## src/rtl/ila_readout_ctrl.sv

```systemverilog
// ila_readout_ctrl: readout sequencer for the ILA sample buffer.
// Walks every captured entry and every DATA_W slice of it through the core's
// index/value_select port, waits READ_LAT cycles per word and streams the
// result out on a valid/ready master port.
// Optional leading header beat (captured sample count): define
// ILA_READOUT_CTRL_HEADER_EN.
module ila_readout_ctrl #(
  parameter int DATA_W   = 32,
  parameter int BUFFER_W = 10,
  parameter int SEL_W    = 1,
  parameter int WORDS    = 1,
  parameter int READ_LAT = 2
) (
  input  logic                clk_i,
  input  logic                arst_i,
  input  logic                cke_i,
  input  logic                start_i,
  input  logic                abort_i,
  input  logic [BUFFER_W-1:0] samples_i,
  output logic [BUFFER_W-1:0] index_o,
  output logic [SEL_W-1:0]    value_select_o,
  input  logic [DATA_W-1:0]   value_i,
  output logic [DATA_W-1:0]   m_data_o,
  output logic                m_valid_o,
  input  logic                m_ready_i,
  output logic                m_last_o,
  output logic                busy_o,
  output logic                done_o
);

  // Wait counter has to reach READ_LAT itself
  localparam int CNT_W = $clog2(READ_LAT + 1);
  localparam logic [CNT_W-1:0] CNT_LAST = CNT_W'(READ_LAT);
  localparam logic [SEL_W-1:0] SEL_LAST = SEL_W'(WORDS - 1);

`ifdef ILA_READOUT_CTRL_HEADER_EN
  typedef enum logic [1:0] {S_IDLE = 2'd0, S_HDR = 2'd1, S_WAIT = 2'd2, S_OUT = 2'd3} state_t;
`else
  typedef enum logic [1:0] {S_IDLE = 2'd0, S_WAIT = 2'd2, S_OUT = 2'd3} state_t;
`endif

  state_t r_state;
  state_t w_state_next;

  logic [BUFFER_W-1:0] r_n_lat, w_n_lat_next;
  logic [BUFFER_W-1:0] r_index, w_index_next;
  logic [SEL_W-1:0]    r_sel, w_sel_next;
  logic [CNT_W-1:0]    r_wait_cnt, w_wait_cnt_next;
  logic [DATA_W-1:0]   r_data, w_data_next;
  logic                r_valid, w_valid_next;
  logic                r_last, w_last_next;
  logic                r_busy, w_busy_next;
  logic                r_done, w_done_next;
  logic                w_hs;

  assign w_hs = r_valid & m_ready_i;

  // State register; cke_i low freezes the sequencer
  always_ff @(posedge clk_i or posedge arst_i) begin
    if (arst_i) begin
      r_state <= S_IDLE;
    end else if (cke_i) begin
      r_state <= w_state_next;
    end
  end

  // Next-state decode; abort overrides every other event, including start
  always_comb begin
    w_state_next = r_state;
    if (abort_i) begin
      w_state_next = S_IDLE;
    end else begin
      case (r_state)
        S_IDLE: begin
          if (start_i) begin
`ifdef ILA_READOUT_CTRL_HEADER_EN
            w_state_next = S_HDR;
`else
            if (samples_i != '0) w_state_next = S_WAIT;
`endif
          end
        end
`ifdef ILA_READOUT_CTRL_HEADER_EN
        S_HDR:   if (w_hs) w_state_next = r_last ? S_IDLE : S_WAIT;
`endif
        S_WAIT:  if (r_wait_cnt == CNT_LAST) w_state_next = S_OUT;
        S_OUT:   if (w_hs) w_state_next = r_last ? S_IDLE : S_WAIT;
        default: w_state_next = S_IDLE;
      endcase
    end
  end

  // Next values of the address walk, wait counter and stream outputs
  always_comb begin
    w_n_lat_next    = r_n_lat;
    w_index_next    = r_index;
    w_sel_next      = r_sel;
    w_wait_cnt_next = r_wait_cnt;
    w_data_next     = r_data;
    w_valid_next    = r_valid;
    w_last_next     = r_last;
    w_done_next     = 1'b0;
    if (abort_i) begin
      w_valid_next = 1'b0;
      w_last_next  = 1'b0;
    end else begin
      case (r_state)
        S_IDLE: begin
          if (start_i) begin
            // Snapshot the count so later core writes cannot stretch the walk
            w_n_lat_next    = samples_i;
            w_index_next    = '0;
            w_sel_next      = '0;
            w_wait_cnt_next = '0;
`ifdef ILA_READOUT_CTRL_HEADER_EN
            w_data_next  = DATA_W'(samples_i);
            w_valid_next = 1'b1;
            w_last_next  = (samples_i == '0);
`else
            w_done_next  = (samples_i == '0);
`endif
          end
        end
`ifdef ILA_READOUT_CTRL_HEADER_EN
        S_HDR: begin
          if (w_hs) begin
            w_valid_next = 1'b0;
            w_last_next  = 1'b0;
            w_done_next  = r_last;
          end
        end
`endif
        S_WAIT: begin
          if (r_wait_cnt == CNT_LAST) begin
            w_data_next  = value_i;
            w_valid_next = 1'b1;
            w_last_next  = (r_index == r_n_lat - BUFFER_W'(1)) && (r_sel == SEL_LAST);
          end else begin
            w_wait_cnt_next = r_wait_cnt + CNT_W'(1);
          end
        end
        S_OUT: begin
          if (w_hs) begin
            w_valid_next    = 1'b0;
            w_last_next     = 1'b0;
            w_wait_cnt_next = '0;
            if (r_last) begin
              w_done_next = 1'b1;
            end else if (r_sel == SEL_LAST) begin
              w_sel_next   = '0;
              w_index_next = r_index + BUFFER_W'(1);
            end else begin
              w_sel_next = r_sel + SEL_W'(1);
            end
          end
        end
        default: ;
      endcase
    end
    w_busy_next = (w_state_next != S_IDLE);
  end

  // Datapath and output registers
  always_ff @(posedge clk_i or posedge arst_i) begin
    if (arst_i) begin
      r_n_lat    <= '0;
      r_index    <= '0;
      r_sel      <= '0;
      r_wait_cnt <= '0;
      r_data     <= '0;
      r_valid    <= 1'b0;
      r_last     <= 1'b0;
      r_busy     <= 1'b0;
      r_done     <= 1'b0;
    end else if (cke_i) begin
      r_n_lat    <= w_n_lat_next;
      r_index    <= w_index_next;
      r_sel      <= w_sel_next;
      r_wait_cnt <= w_wait_cnt_next;
      r_data     <= w_data_next;
      r_valid    <= w_valid_next;
      r_last     <= w_last_next;
      r_busy     <= w_busy_next;
      r_done     <= w_done_next;
    end
  end

  assign index_o        = r_index;
  assign value_select_o = r_sel;
  assign m_data_o       = r_data;
  assign m_valid_o      = r_valid;
  assign m_last_o       = r_last;
  assign busy_o         = r_busy;
  assign done_o         = r_done;

endmodule

```

## config.mk

```make
export PLATFORM = sky130hd
export DESIGN_NAME = ila_readout_ctrl
export DESIGN_NICKNAME = d
export VERILOG_FILES = /design/src/rtl/ila_readout_ctrl.sv
export SDC_FILE = /design/constraint.sdc
export NUM_CORES = 1
export LEC_CHECK = 0
export CAP_MARGIN = 25
export CORE_ASPECT_RATIO = 0.5
export CORE_MARGIN = 2
export CORE_UTILIZATION = 40
export CTS_CLUSTER_SIZE = 20
export DETAILED_ROUTE_END_ITERATION = 8
export GPL_TIMING_DRIVEN = 0
export PLACE_DENSITY_LB_ADDON = 0.08
export SETUP_SLACK_MARGIN = 0.1
export SLEW_MARGIN = 10
export SYNTH_ARGS = -nofsm -noshare
export SYNTH_HDL_FRONTEND = slang
export SYNTH_SLANG_ARGS = --single-unit
```

## constraint.sdc

```tcl
create_clock -name clk_i -period 3.5 [get_ports clk_i]
set_input_delay 0.875 -clock clk_i [delete_from_list [all_inputs] [get_ports clk_i]]
set_output_delay 0.875 -clock clk_i [all_outputs]
set_load 0.1 [all_outputs]
```

# == Word level (Yosys, flattened, before mapping) ==
# Cells that the tools add are included.
# op_classes
n_mux,33
add_sub_neg,4
n_bitwise,3
n_reduce_logical,14
eq_ne,11
# op_table
op,n
2-to-1 mux 10 bit,4
one-hot mux 10 bit (2 select lines),1
2-to-1 mux 2 bit,9
2-to-1 mux 1 bit,13
one-hot mux 2 bit (3 select lines),2
AND reduction 4 bit,3
AND reduction 6 bit,2
adder 10 x 1 -> 10 bit (second input constant),1
== test 10 bit,1
logical NOT 10 bit,1
!= test 2 bit (second input constant),5
nonzero test 10 bit,1
subtractor 10 x 1 -> 10 bit (second input constant),1
one-hot mux 1 bit (2 select lines),4
AND reduction 7 bit,1
== test 2 bit (second input constant),3
!= test 3 bit (second input constant),2
nonzero test 3 bit,2
nonzero test 2 bit,2
adder 2 x 1 -> 2 bit (second input constant),1
logical NOT 2 bit,1
inverter 1 bit,2
adder 1 bit (second input constant),1
bitwise AND 1 bit,1
logical AND 1 bit,1
# totals
reg_bits,61
elab_cells,75
input_bits,48
out_inout_bits,47

# == Longest topological paths before layout ==
# depth
word_depth,6
depth_mapped,7

# == Worst setup path after synthesis ==
# No wires, ideal clock.
# synth_timing
path_type,reg-to-reg
from,register r_index[2] (netlist: index_o[2])
to,register r_index[7] (netlist: index_o[7])
arrival_time_ps,2226
setup_time_ps,74
n_path_buf,1
slack_ps,1200
t_required_ps,3426
path_stages_with_launch,7
cell_sequence,dfrtp_1 buf_2 nand3_1 a2111oi_4 nand3_1 xor2_1 nor2_1
# synth_via
elab_chain_cells,5
# synth_rtl
element,line_no,text
from (decl),46,"logic [BUFFER_W-1:0] r_index, w_index_next;"
from (signal assigned),177,r_index <= w_index_next;
adder 10 x 1 -> 10 bit,151,w_index_next = r_index + BUFFER_W'(1);
2-to-1 mux 10 bit,149,end else if (r_sel == SEL_LAST) begin
2-to-1 mux 10 bit,147,if (r_last) begin
2-to-1 mux 10 bit,143,if (w_hs) begin
one-hot mux 10 bit (2 select lines),107,case (r_state)
# Every way passes these cells. The select of a mux whose other input is x is not followed.
# A chain may end at the register's enable or synchronous reset.

# == Worst setup path after layout ==
# layout_timing
from,register r_index[6] (netlist: index_o[6])
to,output port index_o[6]
# layout_lines
element,line_no,text
to (decl),20,"output logic [BUFFER_W-1:0] index_o,"
# No word-level cell between the ends.

==> flow_summary.html <==
<table>
<tr><th>Metric</th><th>Value</th></tr>
<tr><th colspan="2">Run status</th></tr>
<tr><td>Run status</td><td>complete, no violations</td></tr>
<tr><th colspan="2">Detailed routing</th></tr>
<tr><td>Average vias per placed instance</td><td>5.053</td></tr>
<tr><td>Initial drt markers</td><td>108</td></tr>
<tr><td>Total number of vias</td><td>2,309</td></tr>
<tr><td>Mean routed wirelength per cell</td><td>15.27 µm</td></tr>
<tr><td>Final ANT Viol Nets</td><td>0</td></tr>
<tr><td>Drc violations</td><td>0</td></tr>
<tr><td>Drt pass-1 iters</td><td>4</td></tr>
<tr><td>Overall routed net length</td><td>6980 µm</td></tr>
<tr><th colspan="2">Setup path</th></tr>
<tr><td>CP max stage delay</td><td>1.20 ns</td></tr>
<tr><td>Series of cell instances along the critical path</td><td>clkdlybuf4s50_1</td></tr>
<tr><td>CP Data Arrival Time</td><td>2.01 ns</td></tr>
<tr><td>Kind of cell with the highest combined delay on the critical path</td><td>buffers and inverters</td></tr>
<tr><td>Worst-path cell with the longest stage delay</td><td>clkdlybuf4s50_1</td></tr>
<tr><td>Worst flop-to-flop path endpoint</td><td>m_last_o$_DFFE_PP0P_</td></tr>
<tr><td>Startpoint types</td><td>flop</td></tr>
<tr><td>Data required time of the critical path</td><td>2.62 ns</td></tr>
<tr><td>Reg-to-reg setup timing slack</td><td>1.31 ns</td></tr>
<tr><td>Buffers &amp; Inverters on Critical Path</td><td>1</td></tr>
<tr><td>Number of cells on the critical path</td><td>1</td></tr>
<tr><td>Startpoint of the lowest-slack register-to-register path</td><td>r_state[0]$_DFFE_PP0P_</td></tr>
<tr><td>Number of cells on the worst reg-to-reg path</td><td>7</td></tr>
<tr><td>Critical path capture point type</td><td>primary output</td></tr>
<tr><td>Classification of the worst setup path</td><td>reg -&gt; out</td></tr>
<tr><td>Critical Path Fanout Max</td><td>7</td></tr>
<tr><th colspan="2">Yosys</th></tr>
<tr><td>Avg Cell Area, Syn</td><td>11.91 µm²</td></tr>
<tr><td>Post-synthesis instance area</td><td>3000 µm²</td></tr>
<tr><td>Post-synth ARST share</td><td>1.000</td></tr>
<tr><td>Share of synthesized cell area in full adder, half adder and majority cells</td><td>0.02919</td></tr>
<tr><td>Share of the synthesized area in compound gates (AO/OA/AOI/OAI)</td><td>0.09049</td></tr>
<tr><td>Count of distinct cell types in the synthesized netlist</td><td>47</td></tr>
<tr><td>Net Count, Synth</td><td>307</td></tr>
<tr><td>Number of flip-flops and latches in the synthesized netlist</td><td>60</td></tr>
<tr><td>Sequential fraction of the synthesis area</td><td>0.5004</td></tr>
<tr><td>Synth cell count leaders</td><td>dfrtp_1, mux2_2, nor2_1</td></tr>
<tr><td>Top cell type's share of synthesized area</td><td>0.5004</td></tr>
<tr><td>Number of enable-type register cells in the synthesized netlist</td><td>0</td></tr>
<tr><td>Dominant cells by area after synthesis</td><td>dfrtp_1, mux2_2, xnor2_1, ha_1, nor2_1</td></tr>
<tr><td>Parity-gate share of the synthesized area counting xor and xnor cells</td><td>0.06422</td></tr>
<tr><td>Dominant cell by count in the synthesized netlist</td><td>dfrtp_1</td></tr>
<tr><td>Syn Inst Count</td><td>252</td></tr>
<tr><td>Cell type with the highest aggregate area in the netlist</td><td>dfrtp_1</td></tr>
<tr><td>Multiplexer fraction of the synthesized cell area</td><td>0.1676</td></tr>
<tr><td>Count of synthesis-stage warnings from yosys</td><td>0</td></tr>
<tr><td>Main combinational cell family by area after synthesis</td><td>multiplexers</td></tr>
<tr><td>Primary FF master, synth</td><td>dfrtp_1</td></tr>
<tr><td>Post-synthesis share of cell area spent on and, or, nand and nor gates</td><td>0.1168</td></tr>
<tr><th colspan="2">Floorplanning</th></tr>
<tr><td>Die Width</td><td>126.5 µm</td></tr>
<tr><td>Floorplan die area</td><td>8252 µm²</td></tr>
<tr><td>I/O pin cnt</td><td>95</td></tr>
<tr><td>Initial core utilization</td><td>0.4113</td></tr>
<tr><td>Core area</td><td>7295 µm²</td></tr>
<tr><td>Number of standard-cell rows in the floorplan</td><td>22</td></tr>
<tr><td>Overall die height</td><td>65.24 µm</td></tr>
<tr><th colspan="2">GRT</th></tr>
<tr><td>Vias in the first global route</td><td>2,477</td></tr>
<tr><td>Number of antenna violations at the first check in global routing</td><td>0</td></tr>
<tr><td>Global-route wire length before repair</td><td>11,810 µm</td></tr>
<tr><td>GRT Residual Overflow</td><td>0</td></tr>
<tr><td>Global-route usage over all layers</td><td>0.1858</td></tr>
<tr><td>Largest net degree at the start of global routing</td><td>61</td></tr>
<tr><th colspan="2">Finish</th></tr>
<tr><td>Nets</td><td>411</td></tr>
<tr><td>Cell Count, Final, Fillers Out</td><td>457</td></tr>
<tr><td>Share of final-layout standard cells stronger than drive strength 1</td><td>0.1967</td></tr>
<tr><td>Core occupancy in the finished layout</td><td>0.5993</td></tr>
<tr><td>Post-synthesis to final-layout area growth</td><td>45.70%</td></tr>
<tr><td>Diode count</td><td>0</td></tr>
<tr><th colspan="2">Place</th></tr>
<tr><td>HPWL after detailed placement</td><td>5168 µm</td></tr>
<tr><td>Cells after DPL</td><td>441</td></tr>
<tr><td>Post-place setup slack</td><td>0.6754 ns</td></tr>
<tr><td>Final estimated routing congestion in global placement</td><td>0.8264</td></tr>
<tr><td>Buffers added on ports</td><td>93</td></tr>
<tr><th colspan="2">STA</th></tr>
<tr><td>Portion of the clock cycle consumed by the worst path in the final layout</td><td>0.8229</td></tr>
<tr><td>Crit path setup slack, layout</td><td>0.6199 ns</td></tr>
<tr><td>Actual transition at the worst max-transition pin</td><td>1.018 ns</td></tr>
<tr><td>Unrepaired setup endpoints after global routing</td><td>no</td></tr>
<tr><td>Highest Clock Rate</td><td>0.3472 GHz</td></tr>
<tr><td>Count of endpoints failing hold in the final timing report</td><td>0</td></tr>
<tr><td>Worst relative slew slack</td><td>0.3192</td></tr>
<tr><td>Count of pins over their slew limit</td><td>0</td></tr>
<tr><td>Final worst clock skew</td><td>0.004681 ns</td></tr>
<tr><td>Post-layout min period</td><td>2.880 ns</td></tr>
<tr><td>Setup-violating endpoint count in the final report</td><td>0</td></tr>
<tr><td>Final sum of negative setup slack</td><td>0 ns</td></tr>
<tr><th colspan="2">Clocking</th></tr>
<tr><td>Skew-Pair Late Insertion Delay</td><td>0.33 ns</td></tr>
<tr><td>Buffer levels on the longest clock path</td><td>2</td></tr>
<tr><td>TritonCTS clock tree</td><td>built</td></tr>
<tr><td>Clock root buffer</td><td>clkbuf_16</td></tr>
<tr><td>TritonCTS sink count</td><td>60</td></tr>
<tr><td>Hold-fix buffers, CTS</td><td>0</td></tr>
<tr><td>Clk slew on worst S/H paths</td><td>0.05 ns</td></tr>
<tr><td>Post-cts sizing count</td><td>0</td></tr>
<tr><td>H-tree levels</td><td>3</td></tr>
<tr><td>Setup fix buffers added after clock tree synthesis</td><td>0</td></tr>
<tr><td>Clock buffer count from CTS</td><td>9</td></tr>
<tr><th colspan="2">Power</th></tr>
<tr><td>Leak</td><td>1.948 nW</td></tr>
<tr><td>Peak supply drop</td><td>296.1 µV</td></tr>
<tr><td>Total power</td><td>2.616 mW</td></tr>
<tr><td>Power per unit of standard cell area</td><td>598.4 nW/µm²</td></tr>
<tr><th colspan="2">Min path</th></tr>
<tr><td>Min-Delay Path Class</td><td>reg -&gt; reg</td></tr>
<tr><td>Instance count along the most critical hold path</td><td>1</td></tr>
<tr><td>Worst hold start</td><td>m_data_o[28]$_DFFE_PP0P_</td></tr>
<tr><td>Hold-critical path endpoint</td><td>m_data_o[28]$_DFFE_PP0P_</td></tr>
<tr><th colspan="2">Flow run</th></tr>
<tr><td>Maximum capacitance violations</td><td>0</td></tr>
</table>
==> layout make-up <==
class,instances,area [µm²]
Inverter,14,55.05
Sequential cell,60,1501
Timing Repair Buffer,93,930.9
Multi-Input combinational cell,171,1409
Clock buffer,11,242.7
Tap cell,96,120.1
Buffer,7,37.54
Fill cell,595,2923
Clock inverter,5,75.07
==> power by group <==
group          switching, mW  internal (mW)  total [mW]
sequential            0.0687          0.783       0.851
combinational          0.561          0.266       0.827
clock                  0.299          0.638       0.937
==> worst max-delay path by stage <==
stage	from	to	slack, ns
final	index_o[6]$_DFFE_PP0P_	index_o[6]	0.62
after global routing	index_o[6]$_DFFE_PP0P_	index_o[6]	0.54
after CTS	index_o[6]$_DFFE_PP0P_	index_o[6]	0.60
after detailed placement	cke_i	m_last_o$_DFFE_PP0P_	0.68
after global placement	arst_i	done_o$_DFFE_PP0P_	0.06
after floorplan	arst_i	busy_o$_DFFE_PP0P_	1.14
==> cells in the final DEF (no fill, tap or decap), types with 7 or more instances in the layout <==
master	instances
clkbuf_16	9
clkdlybuf4s50_1	93
dfrtp_1	60
ha_1	7
inv_1	13
mux2_2	42
nand3_1	10
nor2_1	21
o21ai_0	8
xnor2_1	13
xor2_1	9
==> logic make-up (layout without fill, tap and decap cells) <==
| logic type | count (synthesis) | in the layout |
|---|---|---|
| and+or+nand+nor | 63 | 63 |
| DFF | 60 | 60 |
| muxes | 45 | 45 |
| AOI/OAI and AO/OA | 33 | 33 |
| xor gates and xnor gates | 22 | 22 |
| buffers and inverters | 21 | 130 |
| adders and majority gates | 7 | 7 |
| other | 1 | 1 |
==> state kept, by name, summed over array words and instances, names as in the netlist <==
signal	count
m_data_o	32
index_o	10
r_n_lat	10
r_state	2
r_wait_cnt	2
busy_o	1
done_o	1
m_last_o	1
m_valid_o	1
==> through the flow <==
step	cell area, µm²	hold slack, ns
after global routing	4372	0.5125
after floorplan	3000	0.4711
after global placement	4051	0.4877
after detailed placement	4054	0.4967
final	4372	0.5000
after CTS	4372	0.5055
==> routing by layer <==
| layer | part of all wire | track usage | vias to the layer above |
|---|---|---|---|
| met5 | 0 | 0 | - |
| met4 | 0.012 | 0.06731 | 0 |
| met3 | 0.080 | 0.09528 | 11 |
| met2 | 0.47 | 0.3028 | 66 |
| met1 | 0.44 | 0.2121 | 1128 |
| li1 | - | - | 1104 |
(Power assumes the default switching activity.)
